[config.mk]
export PLATFORM = sky130hd
export DESIGN_NAME = shift_sequencer
export DESIGN_NICKNAME = d
export VERILOG_FILES = /design/src/rtl/shift_sequencer_pkg.sv /design/src/rtl/shift_sequencer_shift_step.sv /design/src/rtl/shift_sequencer.sv
export SDC_FILE = /design/constraint.sdc
export NUM_CORES = 1
export LEC_CHECK = 0
export BUFFER_PORTS_ARGS = -buffer_cell sky130_fd_sc_hd__buf_2
export CORE_AREA = 8 8 66 68
export CTS_CLUSTER_DIAMETER = 30
export DETAILED_ROUTE_END_ITERATION = 10
export DIE_AREA = 0 0 74 76
export HOLD_SLACK_MARGIN = 0.15
export PLACE_DENSITY = 0.6
export SLEW_MARGIN = 0
export SYNTH_ARGS = -nofsm -noshare
export SYNTH_HDL_FRONTEND = slang
export SYNTH_SLANG_ARGS = --single-unit
export TNS_END_PERCENT = 100
[constraint.sdc]
create_clock -name clk -period 6.5 [get_ports clk]
set_input_delay 0.65 -clock clk [delete_from_list [all_inputs] [get_ports clk]]
set_output_delay 0.65 -clock clk [all_outputs]
set_load 0.02 [all_outputs]
[src/rtl/shift_sequencer_pkg.sv]
// shift_sequencer_pkg: shared state encoding and default sizes for the shift sequencer
package shift_sequencer_pkg;
  typedef enum logic [1:0] {IDLE, SHIFT, DONE} state_t;
  localparam int DEF_BW = 4;
  localparam int DEF_STEP = 2;
  localparam int DEF_AW = 8;
endpackage

[src/rtl/shift_sequencer_shift_step.sv]
// shift_step: one combinational left shift by d (0..STEP) with fill bit and MSB-out bit
module shift_step import shift_sequencer_pkg::*; #(
  parameter int BW = DEF_BW,
  parameter int STEP = DEF_STEP,
  parameter int DW = $clog2(STEP + 1)
) (
  input  logic [BW-1:0] x,
  input  logic [DW-1:0] d,
  input  logic          fin,
  input  logic          e_in,
  output logic [BW-1:0] y,
  output logic          e_out
);
  assign {e_out, y} = (BW + 1)'(({e_in, x, {BW{fin}}} << d) >> BW);
endmodule

[src/rtl/shift_sequencer.sv]
// shift_sequencer: round-robin two-requester multi-cycle left shifter with fill bit and handshake response
module shift_sequencer import shift_sequencer_pkg::*; #(
  parameter int BW = DEF_BW,
  parameter int STEP = DEF_STEP,
  parameter int AW = DEF_AW
) (
  input  logic          clk,
  input  logic          rst,
  input  logic          req0_valid,
  output logic          req0_ready,
  input  logic [BW-1:0] req0_a,
  input  logic [AW-1:0] req0_amt,
  input  logic          req0_fin,
  input  logic          req1_valid,
  output logic          req1_ready,
  input  logic [BW-1:0] req1_a,
  input  logic [AW-1:0] req1_amt,
  input  logic          req1_fin,
  output logic          rsp_valid,
  input  logic          rsp_ready,
  output logic [BW-1:0] rsp_y,
  output logic          rsp_e,
  output logic          rsp_id,
  output logic          busy
);
  localparam int DW = $clog2(STEP + 1);
  state_t state_q, state_d;
  logic ptr_q, ptr_d, id_q, id_d, fin_q, fin_d, e_q, e_d, e_s;
  logic [AW-1:0] rem_q, rem_d;
  logic [BW-1:0] work_q, work_d, work_s;
  logic [DW-1:0] d;
  logic grant, idle;
  assign idle = state_q == IDLE;
  assign grant = req0_valid && req1_valid ? ptr_q : req1_valid;
  assign req0_ready = !rst && idle && req0_valid && !grant;
  assign req1_ready = !rst && idle && req1_valid && grant;
  assign d = rem_q < AW'(STEP) ? DW'(rem_q) : DW'(STEP);
  shift_step #(.BW(BW), .STEP(STEP), .DW(DW)) u_step (
    .x(work_q),
    .d(d),
    .fin(fin_q),
    .e_in(e_q),
    .y(work_s),
    .e_out(e_s)
  );
  always_comb begin
    state_d = state_q;
    ptr_d = ptr_q;
    id_d = id_q;
    fin_d = fin_q;
    e_d = e_q;
    rem_d = rem_q;
    work_d = work_q;
    case (state_q)
      IDLE: if (req0_valid || req1_valid) begin
        ptr_d = !grant;
        id_d = grant;
        fin_d = grant ? req1_fin : req0_fin;
        rem_d = grant ? req1_amt : req0_amt;
        work_d = grant ? req1_a : req0_a;
        e_d = 1'b0;
        state_d = rem_d == '0 ? DONE : SHIFT;
      end
      SHIFT: begin
        work_d = work_s;
        e_d = e_s;
        rem_d = rem_q - AW'(d);
        state_d = rem_d == '0 ? DONE : SHIFT;
      end
      DONE: state_d = rsp_ready ? IDLE : DONE;
      default: state_d = IDLE;
    endcase
  end
  always_ff @(posedge clk) begin
    if (rst) begin
      state_q <= IDLE;
      ptr_q <= 1'b0;
      id_q <= 1'b0;
      fin_q <= 1'b0;
      e_q <= 1'b0;
      rem_q <= '0;
      work_q <= '0;
    end else begin
      state_q <= state_d;
      ptr_q <= ptr_d;
      id_q <= id_d;
      fin_q <= fin_d;
      e_q <= e_d;
      rem_q <= rem_d;
      work_q <= work_d;
    end
  end
  assign rsp_valid = state_q == DONE;
  assign busy = !idle;
  assign rsp_y = work_q;
  assign rsp_e = e_q;
  assign rsp_id = id_q;
endmodule
Word-level counts from Yosys, hierarchy flattened

Cells that the tools add are included.

Output and inout port bits: 10
Input bits: 31
Register bits after elaboration: 18
Word-level logic and storage cells: 45

$lt $le $gt $ge: 1
Shifts and indexed selects: 1
Reduce and logical (&&, ||, !) cells: 16
Add/sub/neg operators: 1
Muxes and demuxes: 16
Equal/unequal tests: 3

Operator list:

| cell                                                                          | count |
|---|---|
| 8-bit logical NOT                                                             | 2 |
| 8-bit 2-to-1 mux                                                              | 2 |
| 8-bit case mux with 2 select lines                                            | 1 |
| 2-bit 2-to-1 mux                                                              | 5 |
| 9-bit by 2-bit left shift with 9-bit output                                   | 1 |
| 8-bit by 2-bit less-than comparator with 1-bit output (second input constant) | 1 |
| 4-bit 2-to-1 mux                                                              | 2 |
| 4-bit case mux with 2 select lines                                            | 1 |
| 8-bit by 2-bit subtractor with 8-bit output                                   | 1 |
| 1-bit logical AND                                                             | 6 |
| 2-bit case mux with 3 select lines                                            | 1 |
| 2-bit AND reduction                                                           | 2 |
| 1-bit logical NOT                                                             | 3 |
| 1-bit 2-to-1 mux                                                              | 3 |
| 2-bit by 1-bit == test with 1-bit output (second input constant)              | 1 |
| 2-bit == test (second input constant)                                         | 1 |
| 2-bit logical NOT                                                             | 1 |
| 2-bit by 1-bit != test with 1-bit output (second input constant)              | 1 |
| 1-bit case mux with 2 select lines                                            | 1 |
| 2-bit nonzero test                                                            | 1 |
| 1-bit logical OR                                                              | 1 |

Longest topological paths before layout

Gate-level depths: netlist of the first run.

Depth after elaboration: 7
Gate-level depth with buffers: 10
Depth with buffers taken out: 9

Cells and area by module

A second synthesis of the first run with hierarchy kept.

Cell total of the unflattened synthesis: 150
Area, all modules: 1301.2 um2

By module, submodules not included:

| module          | times used | cells each | area an instance (um2) | seq. area each (um2) |
|---|---|---|---|---|
| shift_sequencer | 1          | 143        | 1184.9                 | 360.3 |
| shift_step      | 1          | 7          | 116.4                  | 0.0 |

Least setup slack after synthesis of the first run

OpenSTA, ideal clock, no wires.

Kind: in2out
From: input port req0_valid
To: output port req1_ready
Arrival time: 1.609 ns
Data required time: 5.850 ns
Stages: 4
Path slack: 4.241 ns
Path buffers: 1
Cells stage by stage: nand2b_1 > nand2_2 > buf_2 > nor3_1

Cells in the longest elaborated chain, start to end: 3

RTL lines:

| what              | line                  | RTL |
|---|---|---|
| from (decl)       | shift_sequencer.sv:9  | `input logic req0_valid,` |
| 1-bit logical AND | shift_sequencer.sv:34 | `assign grant = req0_valid && req1_valid ? ptr_q : req1_valid;` |
| 1-bit 2-to-1 mux  | shift_sequencer.sv:34 |  |
| 1-bit logical AND | shift_sequencer.sv:36 | `assign req1_ready = !rst && idle && req1_valid && grant;` |
| to (decl)         | shift_sequencer.sv:15 | `output logic req1_ready,` |

Every way passes these cells.

Worst setup path in the final report of the first run

From: register rem_q[4]
To: register state_q[0]

Cells in the longest elaborated chain, start to end: 6

RTL lines:

| what                                                  | line                  | RTL |
|---|---|---|
| from (decl)                                           | shift_sequencer.sv:29 | `logic [AW-1:0] rem_q, rem_d;` |
| from (signal assigned)                                | shift_sequencer.sv:89 | `rem_q <= rem_d;` |
| 8-bit by 2-bit less-than comparator with 1-bit output | shift_sequencer.sv:37 | `assign d = rem_q < AW'(STEP) ? DW'(rem_q) : DW'(STEP);` |
| 2-bit 2-to-1 mux                                      | shift_sequencer.sv:37 |  |
| 8-bit by 2-bit subtractor with 8-bit output *         | shift_sequencer.sv:67 | `rem_d = rem_q - AW'(d);` |
| 8-bit logical NOT *                                   | shift_sequencer.sv:68 | `state_d = rem_d == '0 ? DONE : SHIFT;` |
| 2-bit 2-to-1 mux *                                    | shift_sequencer.sv:68 |  |
| 2-bit case mux with 3 select lines *                  | shift_sequencer.sv:54 | `case (state_q)` |
| to (signal assigned)                                  | shift_sequencer.sv:84 | `state_q <= state_d;` |
| to (decl)                                             | shift_sequencer.sv:27 | `state_t state_q, state_d;` |

Every way passes the cells marked *; elsewhere a longest branch is shown, timed or not.
A chain may end at the register's enable or synchronous reset.

==> results of run 1 <==
worst min-delay path by stage:
stage | from | slack (ns) | endpoint
after floorplan | ptr_q | 0.43 | ptr_q
after global placement | rsp_id | 0.46 | rsp_id
after detailed placement | rsp_e | 0.47 | rsp_e
after CTS | rsp_e | 0.49 | rsp_e
after global routing | rsp_id | 0.53 | rsp_id
final | rsp_e | 0.48 | rsp_e
power groups by stage:
stage / logic (mW) / clock network, mW / registers (mW)
final: 0.150 / 0.0700 / 0.147
after global routing: 0.165 / 0.0771 / 0.150
after CTS: 0.150 / 0.0723 / 0.147
after detailed placement: 0.150 / 0 / 0.150
after global placement: 0.146 / 0 / 0.149
after floorplan: 0.112 / 0 / 0.148
cells by family after synthesis:
family,Yosys count
compound gates,49
xor+xnor,1
fa+ha+maj,1
buf+inv,10
flops,18
mux,15
other cells,1
simple gates,60
stage by stage:
step	hold slack, ns	setup slack (ns)	power [mW]
2_1_floorplan	0.434	4.24	0.260
3_3_place_gp	0.465	4.09	0.296
3_5_place_dp	0.465	4.03	0.300
4_1_cts	0.489	4.00	0.370
5_1_grt	0.525	3.81	0.392
6_report	0.485	3.99	0.367
worst min-delay path, delay by kind of cell, from the launching register on:
family | cells | cell delay, ns
flops | 1 | 0.33
simple gates | 1 | 0.05
compound gates | 1 | 0.07
Yosys cell counts, drive strengths merged, types with 2 or more instances:
cell / n
inv: 3
o21a: 5
and3: 2
o21ai: 8
nand2: 12
buf: 4
a311oi: 5
nand4b: 2
a31oi: 3
a211oi: 3
clkbuf: 3
dfxtp: 18
nand3: 5
nor3: 8
nor2: 19
mux2: 4
a21oi: 13
nor2b: 3
mux2i: 11
nor4: 2
o32a: 2
o211ai: 3
nand2b: 3
sequential cells by signal, indices dropped and copies added (netlist names):
name,cells
rsp_y,4
rsp_e,1
rem_q,8
state_q,2
ptr_q,1
fin_q,1
rsp_id,1
metal layers:
metal | part of all wire | routed length, um
met3 | 0.051 | 189
met5 | 0 | 0
met4 | 0.0052 | 19
met1 | 0.44 | 1610
met2 | 0.50 | 1850
area by class of cell:
class	count	area [sq um]
sequential	18	360
inverter	3	11.3
fill	363	1900
multi-input combinational	127	871
timing repair buffer	40	200
clock buffer	4	36.3
tap	48	60.1
==> key figures, run 1 <==
Final layout
  – Nets: 225
  – Share of layout cells above drive strength 1: 0.318
  – Commonest non-fill, non-tap cell in the layout: buf_2
  – Post-route insts no fill: 240
  – Final Cell Area: 1540 sq um
  – Antenna Diode Count: 0
  – Fin util: 0.447
  – Commonest cells after routing, fill and taps aside: 40 x buf_2, 19 x nor2_1, 18 x dfxtp_1
  – Area delta synth->final: 18.8%

Power and ir drop
  – Power Dens Cells: 239 nW/um^2
  – Internal cell power: 0.223 mW
  – Leak pwr: 0.673 nW
  – Gate power share: 0.408
  – Sw frac: 0.392
  – Clock network power share: 0.191
  – VDD IR max: 167 uV
  – Register share of total power: 0.402
  – Sw Pwr: 0.144 mW

Placement
  – Placed Cells: 236
  – Input/output buffers: 40
  – Detailed-placement wirelength estimate: 2.90 mm
  – Post-DP Area: 1500 sq um
  – GP Congestion: 0.870

GRT
  – Met2 Track Usage GR: 0.231
  – Largest net degree at the start of global routing: 18
  – Top Usage Layer GRT: met2
  – M1 GR Usage: 0.149
  – Total gr overflow: 0
  – Met3 usage: 0.0342
  – Overall Global Routing Usage: 0.130
  – Vias in the first global route: 1376
  – Initial antenna violation count: 0
  – First-pass GRT wire length: 6.05 mm

Clock tree
  – Worst-Skew Late Latency: 0.29 ns
  – Clk buf depth: 2
  – Sink Count: 18
  – Clk root buf: clkbuf_4
  – Cts hold-fix bufs: 0
  – Worst-path clk slew: 0.11 ns
  – CTS tree: yes
  – # Post-CTS Setup Buffers: 0
  – H-tree lvl count: 1
  – Post-CTS sizing: 0
  – Num CTS Buffers: 3

Logic synthesis
  – Synth Net Count: 187
  – Adder-Cell Fraction of Synth Area: 0.00966
  – Xor and xnor area share after synthesis: 0.00676
  – Register area share after synthesis: 0.278
  – Cell taking the most area after synthesis: dfxtp_1
  – Simple-gate portion of the synthesized area: 0.264
  – Post-synth top flop: dfxtp_1
  – Post-synthesis mux area share: 0.120
  – Avg Inst Size Synth: 8.35 sq um
  – Synthesized area: 1290 sq um
  – Post-synth EDFFs: 0
  – Main combinational cell family by area after synthesis: compound AO/OA/AOI/OAI gates
  – Asr flop ratio synth: 0
  – Syn. warnings: 0
  – Post-synthesis compound-gate area fraction: 0.270
  – Synth area leaders: dfxtp_1 28%, mux2i_1 8.5%, nor2_1 5.5%, a21oi_1 5.0%, mux2_2 3.5%
  – Synth Instances: 155
  – Yosys top cell area share: 0.278
  – Yosys cell types: 48
  – Seq cells post-synth: 18

Setup path
  – CP Class: flip-flop to flip-flop
  – Crit. Startpoint: rem_q[4]
  – Delay-heaviest family, CP: simple AND/OR/NAND/NOR gates
  – Crit path DAT: 2.73 ns
  – Crit-path cells: nor4_4 -> nand2_2 -> nand2b_1 -> ha_1 -> xor2_1 -> nand4b_1 -> a21oi_1 -> a2111o_1 -> a211oi_2
  – Buf/Inv on CP: 0
  – Slowest-stage cell, CP: nor4_4
  – End of the critical path: state_q[0]
  – Worst r2r path cells: 9
  – R2R Setup Slk: 3.99 ns
  – Reg2reg end: state_q[0]
  – CP endpoint kind: flip-flop
  – CP max stage delay: 0.52 ns
  – Startpoint types: flip-flop
  – WP depth: 9
  – Worst reg2reg startpoint: rem_q[4]
  – CP required: 6.72 ns
  – Critical Path Fanout Max: 7

Floorplan
  – Die outline width: 74 um
  – Initial core utilization: 0.376
  – Core area: 3440 sq um
  – Height of the die: 76 um
  – Rows: 22
  – Area of the die: 5620 sq um
  – Boundary Pins: 41

Route
  – Initial DRC Count: 45
  – Number of remaining DRC errors: 0
  – Routed wire length: 3.68 mm
  – Via/cell ratio: 5.52
  – Via count: 1324
  – Drt first pass iters: 4
  – Routed WL per cell: 15.3 um
  – Final ANT Viol Nets: 0

STA
  – Relative slew slack: 0.397
  – Setup TNS: 0 ns
  – Final setup viols: 0
  – Min cycle time layout: 2.51 ns
  – Clock skew: 0.00474 ns
  – Final Hold Vio Count: 0
  – RSZ-0062 raised after global routing: false
  – F_max: 0.398 GHz
  – Fin crit share: 0.387
  – Max-slew violation count: 0
  – Worst slew pin tran: 0.900 ns

Status
  – Status: finished, final reports clean

Hold path
  – WHS Path Cells: 2
  – Hold/Removal Path Class: flip-flop to flip-flop

Job
  – Max cap viols: 0
Note: power is estimated with default switching activity, not from simulation.
==> run 2: changes to the inputs <==
--- a/config.mk
+++ b/config.mk
@@ -5,11 +5,12 @@
 export SDC_FILE = /design/constraint.sdc
 export NUM_CORES = 1
 export LEC_CHECK = 0
+export ABC_AREA = 1
 export BUFFER_PORTS_ARGS = -buffer_cell sky130_fd_sc_hd__buf_2
-export CORE_AREA = 8 8 66 68
+export CORE_AREA = 8 8 67 69
 export CTS_CLUSTER_DIAMETER = 30
 export DETAILED_ROUTE_END_ITERATION = 10
-export DIE_AREA = 0 0 74 76
+export DIE_AREA = 0 0 75 77
 export HOLD_SLACK_MARGIN = 0.15
 export PLACE_DENSITY = 0.6
 export SLEW_MARGIN = 0
==> constraint.sdc (replaced) <==
create_clock -name clk -period 2.4 [get_ports clk]
set_input_delay 0.24 -clock clk [delete_from_list [all_inputs] [get_ports clk]]
set_output_delay 0.24 -clock clk [all_outputs]
set_load 0.02 [all_outputs]
==> key figures, run 2 <==
Route
  – Routed WL per cell: 11.8 um
  – Drt first pass iters: 4
  – Final ANT Viol Nets: 0
  – Via/cell ratio: 4.84
  – Routed wire length: 3.64 mm
  – Initial DRC Count: 46
  – Number of remaining DRC errors: 0
  – Via count: 1496

Status
  – Status: finished, final reports clean

Setup path
  – CP Class: flip-flop to flip-flop
  – CP required: 2.60 ns
  – Crit path DAT: 2.28 ns
  – CP endpoint kind: flip-flop
  – Startpoint types: flip-flop
  – Critical Path Fanout Max: 7
  – Worst r2r path cells: 15

Power and ir drop
  – VDD IR max: 226 uV
  – Sw Pwr: 0.399 mW
  – Clock network power share: 0.201
  – Leak pwr: 0.821 nW
  – Internal cell power: 0.574 mW
  – Register share of total power: 0.382
  – Power Dens Cells: 602 nW/um^2
  – Gate power share: 0.417
  – Sw frac: 0.410

Hold path
  – WHS Path Cells: 2
  – Hold/Removal Path Class: primary input to flip-flop

Clock tree
  – Post-CTS sizing: 0
  – H-tree lvl count: 1
  – Worst-path clk slew: 0.11 ns
  – Worst-Skew Late Latency: 0.30 ns
  – Clk buf depth: 2
  – CTS tree: yes
  – Clk root buf: clkbuf_4
  – Sink Count: 18
  – Cts hold-fix bufs: 0
  – Num CTS Buffers: 3
  – # Post-CTS Setup Buffers: 0

GRT
  – Total gr overflow: 0
  – Overall Global Routing Usage: 0.139
  – Met2 Track Usage GR: 0.216
  – Met3 usage: 0.0312
  – First-pass GRT wire length: 6.46 mm
  – M1 GR Usage: 0.177
  – Vias in the first global route: 1468
  – Largest net degree at the start of global routing: 22
  – Top Usage Layer GRT: met2
  – Initial antenna violation count: 0

Floorplan
  – Height of the die: 77 um
  – Die outline width: 75 um
  – Rows: 22
  – Initial core utilization: 0.384
  – Area of the die: 5780 sq um
  – Boundary Pins: 41
  – Core area: 3500 sq um

Final layout
  – Antenna Diode Count: 0
  – Top reg by flops: rem_q
  – Area delta synth->final: 20.3%
  – Commonest cells after routing, fill and taps aside: 51 x nand2_1, 40 x buf_2, 38 x inv_1
  – Max reg flops: 8
  – Fillers: 400
  – Nets: 294
  – Share of layout cells above drive strength 1: 0.272
  – Commonest non-fill, non-tap cell in the layout: nand2_1

STA
  – Final setup viols: 0
  – Max-slew violation count: 0
  – Hold Slack: 0.242 ns
  – RSZ-0062 raised after global routing: false
  – F_max: 0.481 GHz
  – Final Hold Vio Count: 0
  – Fin crit share: 0.867
  – Clock skew: 0.00144 ns
  – Setup TNS: 0 ns
  – Min cycle time layout: 2.08 ns

Logic synthesis
  – Yosys cell types: 30
  – Post-synth top flop: dfxtp_1
  – Synth Instances: 221
  – Most frequent cell after synthesis: nand2_1
  – Post-synthesis mux area share: 0
  – Seq cells post-synth: 18
  – Most frequent cells after synthesis: 51 x nand2_1, 38 x inv_1, 20 x nor2_1
  – Syn. warnings: 0
  – Post-synthesis compound-gate area fraction: 0.244
  – Main combinational cell family by area after synthesis: simple AND/OR/NAND/NOR gates
  – Adder-Cell Fraction of Synth Area: 0.00932
  – Yosys top cell area share: 0.268
  – Synth area leaders: dfxtp_1 27%, nand2_1 14%, inv_1 11%, o21ai_0 6.0%, nor2_1 5.6%
  – Avg Inst Size Synth: 6.07 sq um
  – Register area share after synthesis: 0.268
  – Cell taking the most area after synthesis: dfxtp_1
  – Simple-gate portion of the synthesized area: 0.343
  – Asr flop ratio synth: 0
  – Post-synth EDFFs: 0
  – Synthesized area: 1340 sq um
  – Xor and xnor area share after synthesis: 0
  – Synth Net Count: 253

Job
  – Max cap viols: 0

Placement
  – GP Congestion: 0.853
  – Detailed-placement wirelength estimate: 2.89 mm
  – Input/output buffers: 40
==> run 2: changes by cell type after synthesis, moves of 6 or more <==
| cell | delta |
|---|---|
| nand2_1 | +41 |
| inv_1 | +35 |
| mux2i_1 | -11 |
| o21ai_0 | +9 |
| nor2_2 | +6 |
| o21ai_2 | +6 |
==> run 2: critical path, stage by stage, from the launching register on <==
cell	delay [ns]
dfxtp_1	0.36
nor2_2	0.23
nand2_1	0.13
nor2_4	0.17
nor2_1	0.07
inv_1	0.06
ha_1	0.16
inv_1	0.09
nand2_1	0.07
nand2_1	0.06
nor2_1	0.09
nand3_1	0.07
nor2_1	0.10
nand3_1	0.09
o21ai_0	0.16
a21oi_1	0.08
==> run 2: kinds of logic (layout without fill, tap and decap cells) <==
family | count (synthesis) | in the layout
other cells | 1 | 1
compound gates | 54 | 54
simple gates | 103 | 103
buf+inv | 44 | 84
fa+ha+maj | 1 | 1
flops | 18 | 18
==> run 2: cell type report <==
type,instances,area (sq um),share of cell area
repair buffers,41,208,0.129
clock buffers,4,36.3,0.0225
flip-flops and latches,18,360,0.223
well taps,48,60.1,0.0372
multi-input cells,159,805,0.498
inverters,39,146,0.0906
==> run 2: worst paths after layout <==
check,start,slack [ns],to
hold reg to reg,rsp_e,0.47,rsp_e
hold / removal,rst,0.24,rsp_e
setup reg to reg,rem_q[2],0.32,state_q[0]
setup / recovery,rem_q[2],0.32,state_q[0]
==> run 2: per-layer routing <==
metal | part of all wire | wire [um]
met4 | 0.014 | 52
met2 | 0.44 | 1610
met5 | 0 | 0
met3 | 0.046 | 168
met1 | 0.50 | 1810
==> run 2: power by group through the flow <==
stage / Sequential, mW / Combinational (mW) / Clock, mW
6_report: 0.372 / 0.405 / 0.196
5_1_grt: 0.378 / 0.467 / 0.208
4_1_cts: 0.372 / 0.408 / 0.199
3_5_place_dp: 0.379 / 0.406 / 0
3_3_place_gp: 0.379 / 0.411 / 0
2_1_floorplan: 0.388 / 0.287 / 0
==> run 2: stage by stage <==
stage | area [sq um] | cells | setup slack [ns] | power [mW] | utilization
after floorplan | 1340 | 221 | 0.564 | 0.674 | -
after global placement | 1580 | 305 | 0.414 | 0.790 | 0.452
after detailed placement | 1580 | 305 | 0.364 | 0.784 | 0.452
after CTS | 1620 | 309 | 0.331 | 0.979 | 0.462
after global routing | 1620 | 309 | 0.0248 | 1.05 | 0.462
final | 1620 | 309 | 0.319 | 0.973 | 0.462
==> run 3: changes to the inputs <==
--- a/config.mk
+++ b/config.mk
@@ -8,6 +8,7 @@
 export ABC_AREA = 1
 export BUFFER_PORTS_ARGS = -buffer_cell sky130_fd_sc_hd__buf_2
 export CORE_AREA = 8 8 67 69
+export CTS_BUF_LIST = sky130_fd_sc_hd__clkbuf_4
 export CTS_CLUSTER_DIAMETER = 30
 export DETAILED_ROUTE_END_ITERATION = 10
 export DIE_AREA = 0 0 75 77
==> key figures, run 3 (synthesis results as in run 2) <==
Setup path
  – Worst r2r path cells: 15
  – CP Class: flip-flop to flip-flop
  – Startpoint types: flip-flop
  – Worst reg2reg startpoint: rem_q[2]
  – Reg2reg end: state_q[0]
  – CP required: 2.60 ns
  – Crit path DAT: 2.28 ns
  – R2R Setup Slk: 0.32 ns
  – CP endpoint kind: flip-flop
  – Critical Path Fanout Max: 7
  – Crit-path cells: nor2_2 -> nand2_1 -> nor2_4 -> nor2_1 -> inv_1 -> ha_1 -> inv_1 -> nand2_1 -> nand2_1 -> nor2_1 -> nand3_1 -> nor2_1 -> nand3_1 -> o21ai_0 -> a21oi_1
  – Slowest-stage cell, CP: dfxtp_1
  – CP max stage delay: 0.36 ns

Clock tree
  – Sink Count: 18
  – Post-CTS sizing: 0
  – # Post-CTS Setup Buffers: 0
  – H-tree lvl count: 1
  – Clk buf depth: 2
  – Cts hold-fix bufs: 0
  – Worst-path clk slew: 0.11 ns
  – Num CTS Buffers: 3
  – Clk root buf: clkbuf_4
  – CTS tree: yes
  – Worst-Skew Late Latency: 0.30 ns

Placement
  – Input/output buffers: 40
  – GP Congestion: 0.853
  – Detailed-placement wirelength estimate: 2.89 mm

Power and ir drop
  – Power Dens Cells: 586 nW/um^2
  – Design Power: 0.940 mW
  – VDD IR max: 207 uV
  – Leak pwr: 0.815 nW

STA
  – Clock skew: 0.00332 ns
  – Max-slew violation count: 0
  – Final Hold Vio Count: 0
  – Final setup viols: 0
  – Hold Slack: 0.242 ns
  – RSZ-0062 raised after global routing: false
  – Setup TNS: 0 ns
  – Fin crit share: 0.867
  – F_max: 0.481 GHz
  – Min cycle time layout: 2.08 ns

Route
  – Via count: 1496
  – Met2 WL: 1.61 mm
  – Top layer in use: met4
  – Routed WL per cell: 11.8 um
  – Initial DRC Count: 46
  – Drt first pass iters: 4
  – Number of remaining DRC errors: 0
  – Met1 Wirelength: 1.81 mm
  – Final ANT Viol Nets: 0
  – Routed wire length: 3.64 mm
  – Via/cell ratio: 4.84
  – WL met3: 168 um

Floorplan
  – Area of the die: 5780 sq um
  – Die outline width: 75 um
  – Core area: 3500 sq um
  – Height of the die: 77 um
  – Boundary Pins: 41
  – Initial core utilization: 0.384
  – Rows: 22

Final layout
  – Nets: 294
  – Commonest cells after routing, fill and taps aside: 51 x nand2_1, 40 x buf_2, 38 x inv_1
  – Commonest non-fill, non-tap cell in the layout: nand2_1
  – Fin util: 0.459
  – Max reg flops: 8
  – Share of layout cells above drive strength 1: 0.268
  – Top reg by flops: rem_q
  – Area delta synth->final: 19.6%
  – Antenna Diode Count: 0
  – Fillers: 401

GRT
  – Total gr overflow: 0
  – Initial antenna violation count: 0
  – Largest net degree at the start of global routing: 22
  – Overall Global Routing Usage: 0.139
  – First-pass GRT wire length: 6.46 mm
  – Vias in the first global route: 1468

Job
  – Max cap viols: 0

Hold path
  – Hold EP: rsp_e
  – Worst Hold Launch: rst
  – Hold/Removal Path Class: primary input to flip-flop
  – WHS Path Cells: 2

Status
  – Status: finished, final reports clean
## run 3: changes by cell type in the layout (fill, tap and decap cells not counted), sizes merged
cell    change
clkbuf      -1
clkinv      +1
## run 3: metal layers
layer / vias up / global-route usage
met5: - / 0
met4: 0 / 0.0510
met3: 5 / 0.0312
met2: 39 / 0.216
met1: 650 / 0.177
li1: 802 / -
## run 3: worst max-delay path by stage
stage | start | endpoint | slack (ns) | depth (start not counted)
floorplan | rem_q[2] | state_q[0] | 0.56 | 15
global placement | rem_q[2] | state_q[0] | 0.41 | 15
detailed placement | rem_q[2] | state_q[0] | 0.36 | 15
CTS | rem_q[2] | state_q[0] | 0.33 | 15
global route | rem_q[2] | state_q[0] | 0.03 | 15
finish | rem_q[2] | state_q[0] | 0.32 | 15
## run 3: layout make-up
cell class              instances  area [sq um]  share of cell area
clock buffers                   3          22.5              0.0140
clock inverters                 1          3.75             0.00234
multi-input cells             159           805               0.501
inverters                      39           146              0.0912
well taps                      48          60.1              0.0374
repair buffers                 41           208               0.129
flip-flops and latches         18           360               0.224
## run 3: through the flow
step	std cells	setup slack (ns)	area, sq um
2_1_floorplan	221	0.564	1340
3_3_place_gp	305	0.414	1580
3_5_place_dp	305	0.364	1580
4_1_cts	309	0.331	1610
5_1_grt	309	0.0251	1610
6_report	309	0.319	1610
## run 3: power by group
part | internal [mW] | total, mW | switching [mW] | leakage [nW]
logic | 0.144 | 0.405 | 0.261 | 0.651
clock network | 0.0607 | 0.162 | 0.102 | 0.0154
registers | 0.338 | 0.372 | 0.0346 | 0.149
total | 0.542 | 0.940 | 0.398 | 0.815
## run 3: critical path: cells and delay by family (launching register included)
family,cells,cell delay [ns]
and+or+nand+nor,10,1.08
DFF,1,0.36
AOI/OAI and AO/OA,2,0.24
adders and majority gates,1,0.16
buffers and inverters,2,0.15
